**src/rtl/float_copro_sched_if.sv**
```systemverilog
// Command/response/datapath bundle between two requesters, the scheduler and the float datapath.
// Latency: none, wires only.
// Backpressure: valid/ready on commands and responses; start/done pulses toward the datapath.
interface float_copro_sched_if #(
  parameter int N_EXPOSANT = 4,
  parameter int N_MANTISSE = 20
);
  localparam int FW = 1 + N_EXPOSANT + N_MANTISSE;

  logic          req0_valid;
  logic          req0_ready;
  logic [1:0]    req0_op;
  logic [FW-1:0] req0_a;
  logic [FW-1:0] req0_b;
  logic          req1_valid;
  logic          req1_ready;
  logic [1:0]    req1_op;
  logic [FW-1:0] req1_a;
  logic [FW-1:0] req1_b;

  logic          rsp0_valid;
  logic          rsp0_ready;
  logic [FW-1:0] rsp0_data;
  logic          rsp0_err;
  logic          rsp1_valid;
  logic          rsp1_ready;
  logic [FW-1:0] rsp1_data;
  logic          rsp1_err;

  logic          dp_start;
  logic [1:0]    dp_op;
  logic [FW-1:0] dp_a;
  logic [FW-1:0] dp_b;
  logic          dp_done;
  logic [FW-1:0] dp_result;

  logic          busy;

  // Scheduler view
  modport slave (
    input  req0_valid, req0_op, req0_a, req0_b,
    output req0_ready,
    input  req1_valid, req1_op, req1_a, req1_b,
    output req1_ready,
    output rsp0_valid, rsp0_data, rsp0_err,
    input  rsp0_ready,
    output rsp1_valid, rsp1_data, rsp1_err,
    input  rsp1_ready,
    output dp_start, dp_op, dp_a, dp_b,
    input  dp_done, dp_result,
    output busy
  );

  // Environment view: requesters plus datapath
  modport master (
    output req0_valid, req0_op, req0_a, req0_b,
    input  req0_ready,
    output req1_valid, req1_op, req1_a, req1_b,
    input  req1_ready,
    input  rsp0_valid, rsp0_data, rsp0_err,
    output rsp0_ready,
    input  rsp1_valid, rsp1_data, rsp1_err,
    output rsp1_ready,
    input  dp_start, dp_op, dp_a, dp_b,
    output dp_done, dp_result,
    input  busy
  );
endinterface

```
**src/rtl/float_copro_sched.sv**
```systemverilog
// Round-robin two-port scheduler issuing one float op at a time to the shared datapath.
// Latency: accept T, dp_start T+1, dp_done T+1+L, response T+2+L; reserved op responds at T+1.
// Backpressure: commands only accepted in IDLE; response held until the owner's ready.
module float_copro_sched #(
  parameter int N_EXPOSANT     = 4,
  parameter int N_MANTISSE     = 20,
  parameter int TIMEOUT_CYCLES = 64
) (
  input logic           clk,
  input logic           reset,
  float_copro_sched_if.slave bus
);
  localparam int FW = 1 + N_EXPOSANT + N_MANTISSE;
  localparam int CW = (TIMEOUT_CYCLES > 2) ? $clog2(TIMEOUT_CYCLES) : 1;
  localparam logic [CW-1:0] CNT_LAST = CW'(TIMEOUT_CYCLES - 1);
  localparam logic [1:0] OP_RSVD = 2'b11;

  typedef enum logic [1:0] {
    ST_IDLE,
    ST_ISSUE,
    ST_WAIT,
    ST_RESP
  } state_t;

  state_t        state, state_nxt;
  logic          last_grant;
  logic          owner;
  logic [CW-1:0] cnt;
  logic [1:0]    dp_op_q;
  logic [FW-1:0] dp_a_q, dp_b_q;
  logic [FW-1:0] rsp_data_q;
  logic          rsp_err_q;

  logic          grant;
  logic          ready0, ready1;
  logic          accept;
  logic [1:0]    sel_op;
  logic [FW-1:0] sel_a, sel_b;
  logic          rsp_take;
  logic          timed_out;

  // Arbitration, handshake decode and next-state selection
  always_comb begin
    state_nxt = state;
    grant     = 1'b0;
    if (bus.req0_valid && bus.req1_valid) begin
      grant = ~last_grant;
    end else if (bus.req1_valid) begin
      grant = 1'b1;
    end
    // Gated with valid so an idle bus shows no ready at all
    ready0    = (state == ST_IDLE) && bus.req0_valid && !grant;
    ready1    = (state == ST_IDLE) && bus.req1_valid && grant;
    accept    = ready0 || ready1;
    sel_op    = grant ? bus.req1_op : bus.req0_op;
    sel_a     = grant ? bus.req1_a  : bus.req0_a;
    sel_b     = grant ? bus.req1_b  : bus.req0_b;
    rsp_take  = owner ? bus.rsp1_ready : bus.rsp0_ready;
    timed_out = (cnt == CNT_LAST);
    case (state)
      ST_IDLE:  if (accept) state_nxt = (sel_op == OP_RSVD) ? ST_RESP : ST_ISSUE;
      ST_ISSUE: state_nxt = ST_WAIT;
      ST_WAIT:  if (bus.dp_done || timed_out) state_nxt = ST_RESP;
      ST_RESP:  if (rsp_take) state_nxt = ST_IDLE;
      default:  state_nxt = ST_IDLE;
    endcase
  end

  // State register
  always_ff @(posedge clk) begin
    if (reset) state <= ST_IDLE;
    else       state <= state_nxt;
  end

  // Command capture, timeout counter and response registers
  always_ff @(posedge clk) begin
    if (reset) begin
      last_grant <= 1'b1;
      owner      <= 1'b0;
      cnt        <= '0;
      dp_op_q    <= 2'b00;
      dp_a_q     <= '0;
      dp_b_q     <= '0;
      rsp_data_q <= '0;
      rsp_err_q  <= 1'b0;
    end else begin
      case (state)
        ST_IDLE: begin
          if (accept) begin
            owner      <= grant;
            last_grant <= grant;
            if (sel_op == OP_RSVD) begin
              // Reserved ops never reach the datapath; dp_op keeps its last legal value
              rsp_data_q <= '0;
              rsp_err_q  <= 1'b1;
            end else begin
              dp_op_q <= sel_op;
              dp_a_q  <= sel_a;
              dp_b_q  <= sel_b;
            end
          end
        end
        ST_ISSUE: cnt <= '0;
        ST_WAIT: begin
          if (bus.dp_done) begin
            rsp_data_q <= bus.dp_result;
            rsp_err_q  <= 1'b0;
          end else if (timed_out) begin
            rsp_data_q <= '0;
            rsp_err_q  <= 1'b1;
          end else begin
            cnt <= cnt + 1'b1;
          end
        end
        default: ;
      endcase
    end
  end

  assign bus.req0_ready = ready0;
  assign bus.req1_ready = ready1;
  assign bus.rsp0_valid = (state == ST_RESP) && !owner;
  assign bus.rsp1_valid = (state == ST_RESP) && owner;
  assign bus.rsp0_data  = rsp_data_q;
  assign bus.rsp1_data  = rsp_data_q;
  assign bus.rsp0_err   = rsp_err_q;
  assign bus.rsp1_err   = rsp_err_q;
  assign bus.dp_start   = (state == ST_ISSUE);
  assign bus.dp_op      = dp_op_q;
  assign bus.dp_a       = dp_a_q;
  assign bus.dp_b       = dp_b_q;
  assign bus.busy       = (state != ST_IDLE);
endmodule
```
**src/flat_wrapper.sv**
```systemverilog
// flat-port wrapper written by rule: the top's interface ports become plain ports
module float_copro_sched_flat 
#(
  parameter int N_EXPOSANT     = 4,
  parameter int N_MANTISSE     = 20,
  parameter int TIMEOUT_CYCLES = 64
)
  (clk, reset, bus_req0_valid, bus_req0_op, bus_req0_a, bus_req0_b, bus_req0_ready, bus_req1_valid, bus_req1_op, bus_req1_a, bus_req1_b, bus_req1_ready, bus_rsp0_valid, bus_rsp0_data, bus_rsp0_err, bus_rsp0_ready, bus_rsp1_valid, bus_rsp1_data, bus_rsp1_err, bus_rsp1_ready, bus_dp_start, bus_dp_op, bus_dp_a, bus_dp_b, bus_dp_done, bus_dp_result, bus_busy);
  float_copro_sched_if #(.N_EXPOSANT(N_EXPOSANT), .N_MANTISSE(N_MANTISSE)) bus_i ();
  input logic clk;
  input logic reset;
  input wire logic [$bits(bus_i.req0_valid)-1:0] bus_req0_valid;
  input wire logic [$bits(bus_i.req0_op)-1:0] bus_req0_op;
  input wire logic [$bits(bus_i.req0_a)-1:0] bus_req0_a;
  input wire logic [$bits(bus_i.req0_b)-1:0] bus_req0_b;
  output wire logic [$bits(bus_i.req0_ready)-1:0] bus_req0_ready;
  input wire logic [$bits(bus_i.req1_valid)-1:0] bus_req1_valid;
  input wire logic [$bits(bus_i.req1_op)-1:0] bus_req1_op;
  input wire logic [$bits(bus_i.req1_a)-1:0] bus_req1_a;
  input wire logic [$bits(bus_i.req1_b)-1:0] bus_req1_b;
  output wire logic [$bits(bus_i.req1_ready)-1:0] bus_req1_ready;
  output wire logic [$bits(bus_i.rsp0_valid)-1:0] bus_rsp0_valid;
  output wire logic [$bits(bus_i.rsp0_data)-1:0] bus_rsp0_data;
  output wire logic [$bits(bus_i.rsp0_err)-1:0] bus_rsp0_err;
  input wire logic [$bits(bus_i.rsp0_ready)-1:0] bus_rsp0_ready;
  output wire logic [$bits(bus_i.rsp1_valid)-1:0] bus_rsp1_valid;
  output wire logic [$bits(bus_i.rsp1_data)-1:0] bus_rsp1_data;
  output wire logic [$bits(bus_i.rsp1_err)-1:0] bus_rsp1_err;
  input wire logic [$bits(bus_i.rsp1_ready)-1:0] bus_rsp1_ready;
  output wire logic [$bits(bus_i.dp_start)-1:0] bus_dp_start;
  output wire logic [$bits(bus_i.dp_op)-1:0] bus_dp_op;
  output wire logic [$bits(bus_i.dp_a)-1:0] bus_dp_a;
  output wire logic [$bits(bus_i.dp_b)-1:0] bus_dp_b;
  input wire logic [$bits(bus_i.dp_done)-1:0] bus_dp_done;
  input wire logic [$bits(bus_i.dp_result)-1:0] bus_dp_result;
  output wire logic [$bits(bus_i.busy)-1:0] bus_busy;
  assign bus_i.req0_valid = bus_req0_valid;
  assign bus_i.req0_op = bus_req0_op;
  assign bus_i.req0_a = bus_req0_a;
  assign bus_i.req0_b = bus_req0_b;
  assign bus_req0_ready = bus_i.req0_ready;
  assign bus_i.req1_valid = bus_req1_valid;
  assign bus_i.req1_op = bus_req1_op;
  assign bus_i.req1_a = bus_req1_a;
  assign bus_i.req1_b = bus_req1_b;
  assign bus_req1_ready = bus_i.req1_ready;
  assign bus_rsp0_valid = bus_i.rsp0_valid;
  assign bus_rsp0_data = bus_i.rsp0_data;
  assign bus_rsp0_err = bus_i.rsp0_err;
  assign bus_i.rsp0_ready = bus_rsp0_ready;
  assign bus_rsp1_valid = bus_i.rsp1_valid;
  assign bus_rsp1_data = bus_i.rsp1_data;
  assign bus_rsp1_err = bus_i.rsp1_err;
  assign bus_i.rsp1_ready = bus_rsp1_ready;
  assign bus_dp_start = bus_i.dp_start;
  assign bus_dp_op = bus_i.dp_op;
  assign bus_dp_a = bus_i.dp_a;
  assign bus_dp_b = bus_i.dp_b;
  assign bus_i.dp_done = bus_dp_done;
  assign bus_i.dp_result = bus_dp_result;
  assign bus_busy = bus_i.busy;
  float_copro_sched #(.N_EXPOSANT(N_EXPOSANT), .N_MANTISSE(N_MANTISSE), .TIMEOUT_CYCLES(TIMEOUT_CYCLES)) u_core (.clk(clk), .reset(reset), .bus(bus_i));
endmodule
```
**config.mk**
```make
export PLATFORM = sky130hd
export DESIGN_NAME = float_copro_sched_flat
export DESIGN_NICKNAME = d
export VERILOG_FILES = /design/src/rtl/float_copro_sched_if.sv /design/src/rtl/float_copro_sched.sv /design/src/flat_wrapper.sv
export SDC_FILE = /design/constraint.sdc
export NUM_CORES = 1
export LEC_CHECK = 0
export CAP_MARGIN = 0
export CORE_AREA = 5 5 96 166
export CTS_BUF_LIST = sky130_fd_sc_hd__clkbuf_8 sky130_fd_sc_hd__clkbuf_16
export DETAILED_ROUTE_END_ITERATION = 8
export DIE_AREA = 0 0 101 171
export GPL_ROUTABILITY_DRIVEN = 0
export HOLD_SLACK_MARGIN = 0.02
export PLACE_DENSITY = 0.73
export SLEW_MARGIN = 40
export SYNTH_ARGS = -nofsm -noshare
export SYNTH_HDL_FRONTEND = slang
export SYNTH_SLANG_ARGS = --single-unit
```
**constraint.sdc**
```tcl
create_clock -name clk -period 2.7 [get_ports clk]
set_clock_uncertainty 0.1 [all_clocks]
set_input_delay 0.54 -clock clk [delete_from_list [all_inputs] [get_ports clk]]
set_output_delay 0.54 -clock clk [all_outputs]
set_load 0.02 [all_outputs]
```
==> impl_results.md, run 1 <==
- FILL cells: 1,330
- Layout cells sized above 1: 14.1%
- Area contributors post-synth: dfxtp_1 (38%), a211oi_2 (13%), mux2i_1 (11%), nor3_1 (5.8%), o221ai_1 (4.7%)
- Post-synth EDFFs: 0
- Initial antenna violation count: 0
- Relative slew slack: 61.6%
- Total iterations of the first detailed-routing run: 5
- Worst hold slack: 0.393 ns
- Worst Setup EP: bus_req0_ready
- Top-count cell post-synth: dfxtp_1
- DP Cell Count: 871
- Final non-filler cell total: 887
- Via count: 4,603
- Leakage: 2.64 nW
- Power Dens Cells: 858 nW/um^2
- Area of the multi-input gates: 2490 sq um
- FFs w/ async S/R, synth: 0%
- Crit start category: primary input
- Worst endpoint data arrival time: 1.95 ns
- Die W: 101 microns
- Grt ovf: 0
- Reg area: 1760 sq um
- Crit path capture type: output pin
- Post-Route WL: 15.5 mm
- Reg-to-Reg End: u_core.bus.rsp0_data[15]
- Critical path type: primary input to output pin
- Die Footprint: 17,300 sq um
- Worst-path clk slew: 0.06 ns
- Rows: 59
- Worst setup path start: bus_req0_valid
- CP Cell Sequence: clkdlybuf4s50_1 -> nand2_1 -> nor2_1 -> clkdlybuf4s50_1
- 1st-iter DRT viols: 110
- I/O pin count: 246
- R2R cell count: 6
- Worst r2r src: u_core.state[0]
- Clock buffers created by TritonCTS: 9
- Max clock buf depth: 2
- Final Hold Vio Count: 0
- Crit path max fanout: 3
- Avg Inst Size Synth: 9.41 sq um
- GRT Util Overall: 17.1%
- Post-layout minimum cycle time: 2.59 ns
- H-tree depth: 3
- Netlist cell types: 43
- Least-Margin Pin Slew: 0.575 ns
- Largest net degree at the start of global routing: 51
- I/O Buffers: 245
- Routed WL per cell: 17.5 microns
- F_max: 386 MHz
- Vias in the first global route: 4,732
- Setup Viol. Count Final: 0
- Post-synth top area cell: dfxtp_1
- Worst-skew pair later-pin latency: 0.33 ns
- Core Util, Final: 51.5%
- Tot Pwr: 0.00643 W
- WP data required: 2.06 ns
- Post-Synthesis Cell Area: 4670 sq um
- VDD IR-drop max: 0.492 mV
- Syn_nets: 638
- #FFs+latches synth: 88
- Die H: 171 microns
- Final period utilization: 96.0%
- CTS tree: built
- Crit path max-delay cell type: clkdlybuf4s50_1
- Setup TNS Final: 0 ns
- Final net count: 841
- Hold Path Class: register to register
- DPL Wire Length: 11.8 mm
- Yosys warns: 0
- Max_cap viols: 0
- Synth top area share: 37.7%
- Pins Over Slew Limit: 0
- Post-CTS setup repair buffer count: 0
- Critical Path Max Stage Delay: 0.61 ns
- RSZ-0062 raised after global routing: false
- Initial Util: 32.1%
- Status: finished, final reports clean
- Sequential share of the synthesized area: 37.7%
- R2R setup slack: 0.50 ns
- P&R area growth vs syn: 60.5%
- Clk sinks: 88
- Synth cell count leaders: dfxtp_1 (88), nand2_1 (58), nor3_1 (54)
- Vias per cell: 5.19
- Main flop type after synthesis: dfxtp_1
- Antenna diodes: 0
- Syn Inst Count: 496
- CTS root buf: clkbuf_16
- # DRC: 0
- First-pass GRT wire length: 23.8 mm
- Cell repeated most along the worst path: clkdlybuf4s50_1
- Post-route ant nets: 0
- Core area: 14,500 sq um
critical path: cells and delay by family:
kind | cells | cell delay, ns
and+or+nand+nor | 2 | 0.22
buffers and inverters | 2 | 1.18
metrics by stage:
step           setup slack, ns  area, sq um
5_1_grt                 0.0225         7490
2_1_floorplan            0.564         4670
3_5_place_dp           0.00670         7150
3_3_place_gp            0.0146         7150
4_1_cts                 0.0786         7480
6_report                 0.109         7490
area by class of cell:
| class | instances | area share (%) |
|---|---|---|
| repair buffers | 266 | 35.5 |
| multi-input cells | 328 | 33.3 |
| flip-flops and latches | 88 | 23.5 |
| clock buffers | 10 | 3.19 |
| well taps | 183 | 3.06 |
| clock inverters | 6 | 1.20 |
| inverters | 6 | 0.301 |
metal layers:
layer	global-route usage, %	routed length, microns
met5	0	0
met4	5.61	238
met3	4.61	1180
met2	32.6	8510
met1	17.8	5610
flip-flops by register name (all words and copies together) (netlist names):
name                  flops
u_core.bus.rsp0_err       1
u_core.owner              1
u_core.cnt                6
u_core.last_grant         1
u_core.bus.rsp0_data     25
u_core.state              2
u_core.bus.dp_op          2
u_core.bus.dp_b          25
u_core.bus.dp_a          25
power breakdown:
part	leakage (nW)	switching (W)	internal, W
logic	1.76	0.00175	0.00146
registers	0.723	0.000215	0.00164
clock network	0.159	0.000527	0.000840
logic make-up after synthesis:
logic type | share of synthesized area (%)
flip-flops | 37.7
buffers and inverters | 9.62
AND/OR/NAND/NOR | 17.6
multiplexers | 10.9
AO/OA/AOI/OAI | 22.5
adder cells (fa/ha/maj) | 1.61
how the worst min path moves through the flow:
stage,startpoint,endpoint,depth (start not counted)
floorplan,u_core.cnt[1],u_core.cnt[1],2
global placement,u_core.bus.dp_op[0],u_core.bus.dp_op[0],2
detailed placement,u_core.bus.dp_op[1],u_core.bus.dp_op[1],2
CTS,reset,u_core.bus.dp_a[11],2
global route,reset,u_core.bus.dp_a[11],2
finish,u_core.bus.dp_op[0],u_core.bus.dp_op[0],2
cells in the final DEF, fill, tap and decap left out, types with 2 or more instances in the layout:
| cell | instances |
|---|---|
| and2_1 | 2 |
| mux2i_1 | 51 |
| ha_1 | 5 |
| nor2_1 | 9 |
| o221ai_1 | 25 |
| nand4_1 | 27 |
| clkdlybuf4s50_1 | 243 |
| nor3_1 | 54 |
| inv_1 | 5 |
| nand2_1 | 58 |
| nor2b_1 | 7 |
| a311oi_1 | 2 |
| buf_12 | 4 |
| dfxtp_1 | 88 |
| buf_4 | 18 |
| a32o_2 | 2 |
| bufinv_16 | 2 |
| clkbuf_16 | 9 |
| nand2b_1 | 3 |
| a21oi_1 | 5 |
| nand3_1 | 3 |
| a211oi_2 | 50 |
| a31oi_1 | 3 |
| a211oi_1 | 2 |
timing repair:
item	in CTS	in global routing
gates resized for setup	2	1
setup endpoints to repair	2	1
hold buffers	0	0
Note: power is estimated with default switching activity, not from simulation.
==> run 2, diff against run 1 <==
--- a/config.mk
+++ b/config.mk
@@ -6,10 +6,10 @@
 export NUM_CORES = 1
 export LEC_CHECK = 0
 export CAP_MARGIN = 0
-export CORE_AREA = 5 5 96 166
+export CORE_AREA = 2 2 93 163
 export CTS_BUF_LIST = sky130_fd_sc_hd__clkbuf_8 sky130_fd_sc_hd__clkbuf_16
 export DETAILED_ROUTE_END_ITERATION = 8
-export DIE_AREA = 0 0 101 171
+export DIE_AREA = 0 0 95 165
 export GPL_ROUTABILITY_DRIVEN = 0
 export HOLD_SLACK_MARGIN = 0.02
 export PLACE_DENSITY = 0.73
==> impl_results.md, run 2 (synthesis gave the netlist of run 1 again) <==
- Die H: 165 microns (-3.5%)
- Clock buffers created by TritonCTS: 9 (unchanged)
- Most common cell after layout, fill and taps aside: clkdlybuf4s50_1
- WP data required: 2.06 ns (about the same)
- R2R setup slack: 0.53 ns (+0.03 ns)
- DPL Wire Length: 11.0 mm (-6.4%)
- Worst endpoint data arrival time: 1.91 ns (-0.04 ns)
- Setup TNS Final: 0 ns (unchanged)
- Max_cap viols: 0 (unchanged)
- Grt ovf: 0 (unchanged)
- Commonest non-fill, non-tap cells in the layout: clkdlybuf4s50_1 (243), dfxtp_1 (88), nand2_1 (58)
- 1st-iter DRT viols: 95 (-14%)
- Buf/Inv on CP: 2 (unchanged)
- Crit path max fanout: 4 (+1)
- Status: finished, final reports clean
- Post-route ant nets: 0 (unchanged)
- Final Hold Vio Count: 0 (unchanged)
- F_max: 393 MHz (+1.8%)
- Final net count: 835 (-0.71%)
- Crit path max-delay cell type: clkdlybuf4s50_1
- Pins Over Slew Limit: 0 (unchanged)
- P&R area growth vs syn: 59.2%
- CP Cell Sequence: clkdlybuf4s50_1 -> a21boi_4 -> nor2_1 -> clkdlybuf4s50_1
- Die Footprint: 15,700 sq um (-9.2%)
- Vias in the first global route: 4,781 (+1.0%)
- RSZ-0062 raised after global routing: false
- VDD IR-drop max: 0.372 mV (-24%)
- Leakage: 2.61 nW (-1.1%)
- CTS tree: built
- Initial Util: 32.6% (+0.55 points)
- Delay-heaviest family, CP: buffers and inverters
- Met2 wire len: 8.03 mm (-5.6%)
- Initial antenna violation count: 0 (unchanged)
- GRT Util Overall: 18.6% (+1.5 points)
- Crit path capture type: output pin
- Relative slew slack: 54.5% (-7.1 points)
- Critical path type: primary input to output pin
- I/O pin count: 246 (unchanged)
- Die W: 95 microns (-5.9%)
- Tot Pwr: 0.00635 W (-1.2%)
- Layout cells sized above 1: 13.3% (-0.74 points)
- # DRC: 0 (unchanged)
- Post-Route WL: 14.8 mm (-4.5%)
- Via count: 4,637 (+0.74%)
- CTS root buf: clkbuf_16
- Worst-skew pair later-pin latency: 0.34 ns (about the same)
- Total iterations of the first detailed-routing run: 4 (-1)
- Largest net degree at the start of global routing: 58 (+14%)
- H-tree depth: 3 (unchanged)
- Cell repeated most along the worst path: clkdlybuf4s50_1
- Core area: 14,300 sq um (-1.7%)
- Worst-path clk slew: 0.06 ns (about the same)
- Clk sinks: 88 (unchanged)
- Setup Viol. Count Final: 0 (unchanged)
- Top layer in use: met4
- Post-CTS setup repair buffer count: 0 (unchanged)
- Post-layout minimum cycle time: 2.55 ns (-0.0450 ns)
- Routed WL per cell: 16.9 microns (-3.6%)
- First-pass GRT wire length: 23.0 mm (-3.1%)
- Final period utilization: 94.3% (-1.7 points)
- I/O Buffers: 245 (unchanged)
- Power Dens Cells: 855 nW/um^2 (-0.41%)
- Metal3 WL: 1.20 mm (+1.5%)
- Max clock buf depth: 2 (unchanged)
- Hold Path Class: register to register
- Vias per cell: 5.28 (+1.7%)
- Critical Path Max Stage Delay: 0.61 ns (about the same)
- Crit start category: primary input
- Least-Margin Pin Slew: 0.683 ns (+0.108 ns)
- DRT met1 WL: 5.29 mm (-5.6%)
- Rows: 58 (-1.7%)
## run 2: cell types whose count changed in the layout (fill, tap and decap cells not counted)
cell	change
diode_2	+1
buf_6	+1
dlymetal6s2s_1	+1
buf_4	-7
dlygate4sd2_1	-1
bufinv_16	-1
clkinvlp_4	+1
## run 2: final cells by class
cell class	count	area, sq um
antenna	1	2.50
clock inverter	6	67.6
fill	1313	6870
sequential	88	1760
timing repair buffer	260	2620
multi-input combinational	328	2490
tap	180	225
inverter	6	22.5
clock buffer	10	239
## run 2: path summary, 6_finish.rpt
check,cells after the start,from,to
hold / removal,2,u_core.bus.dp_op[1],u_core.bus.dp_op[1]
hold reg to reg,2,u_core.bus.dp_op[1],u_core.bus.dp_op[1]
setup / recovery,4,bus_req0_valid,bus_req0_ready
setup reg to reg,6,u_core.state[0],u_core.bus.rsp0_data[2]
## run 2: power breakdown
| part | internal, W | leakage (nW) | switching (W) |
|---|---|---|---|
| sequential | 0.00164 | 0.723 | 0.000213 |
| clock | 0.000746 | 0.145 | 0.000543 |
| combinational | 0.00146 | 1.74 | 0.00176 |
| total | 0.00384 | 2.61 | 0.00251 |
## run 2: metrics by stage
stage / instances / area (sq um) / hold WS (ns) / utilization, % / worst slack [ns]
6_report: 879 / 7430 / 0.401 / 52.0 / 0.154
5_1_grt: 878 / 7430 / 0.442 / 52.0 / 0.0903
4_1_cts: 878 / 7420 / 0.402 / 51.9 / 0.0149
3_5_place_dp: 862 / 7110 / 0.387 / 49.7 / 0.0233
3_3_place_gp: 862 / 7100 / 0.374 / 49.6 / 0.0542
2_1_floorplan: 496 / 4670 / 0.365 / - / 0.564
## run 2: what timing repair did
action                                  in CTS  in global routing
gates resized for setup                      1                  2
hold buffers                                 0                  0
endpoints found under the setup margin       2                  2
## run 2: tightest hold or removal path: cells and delay by family, from the launching register on
family	cells	cell delay [ns]
simple gates	2	0.15
flops	1	0.31
## run 2: metal layers
layer  global-route usage (%)  vias to the layer above
li1                         -                     2220
met1                     19.0                     2190
met2                     34.8                      205
met3                     5.38                       22
met4                     7.58                        0
met5                        0                        -
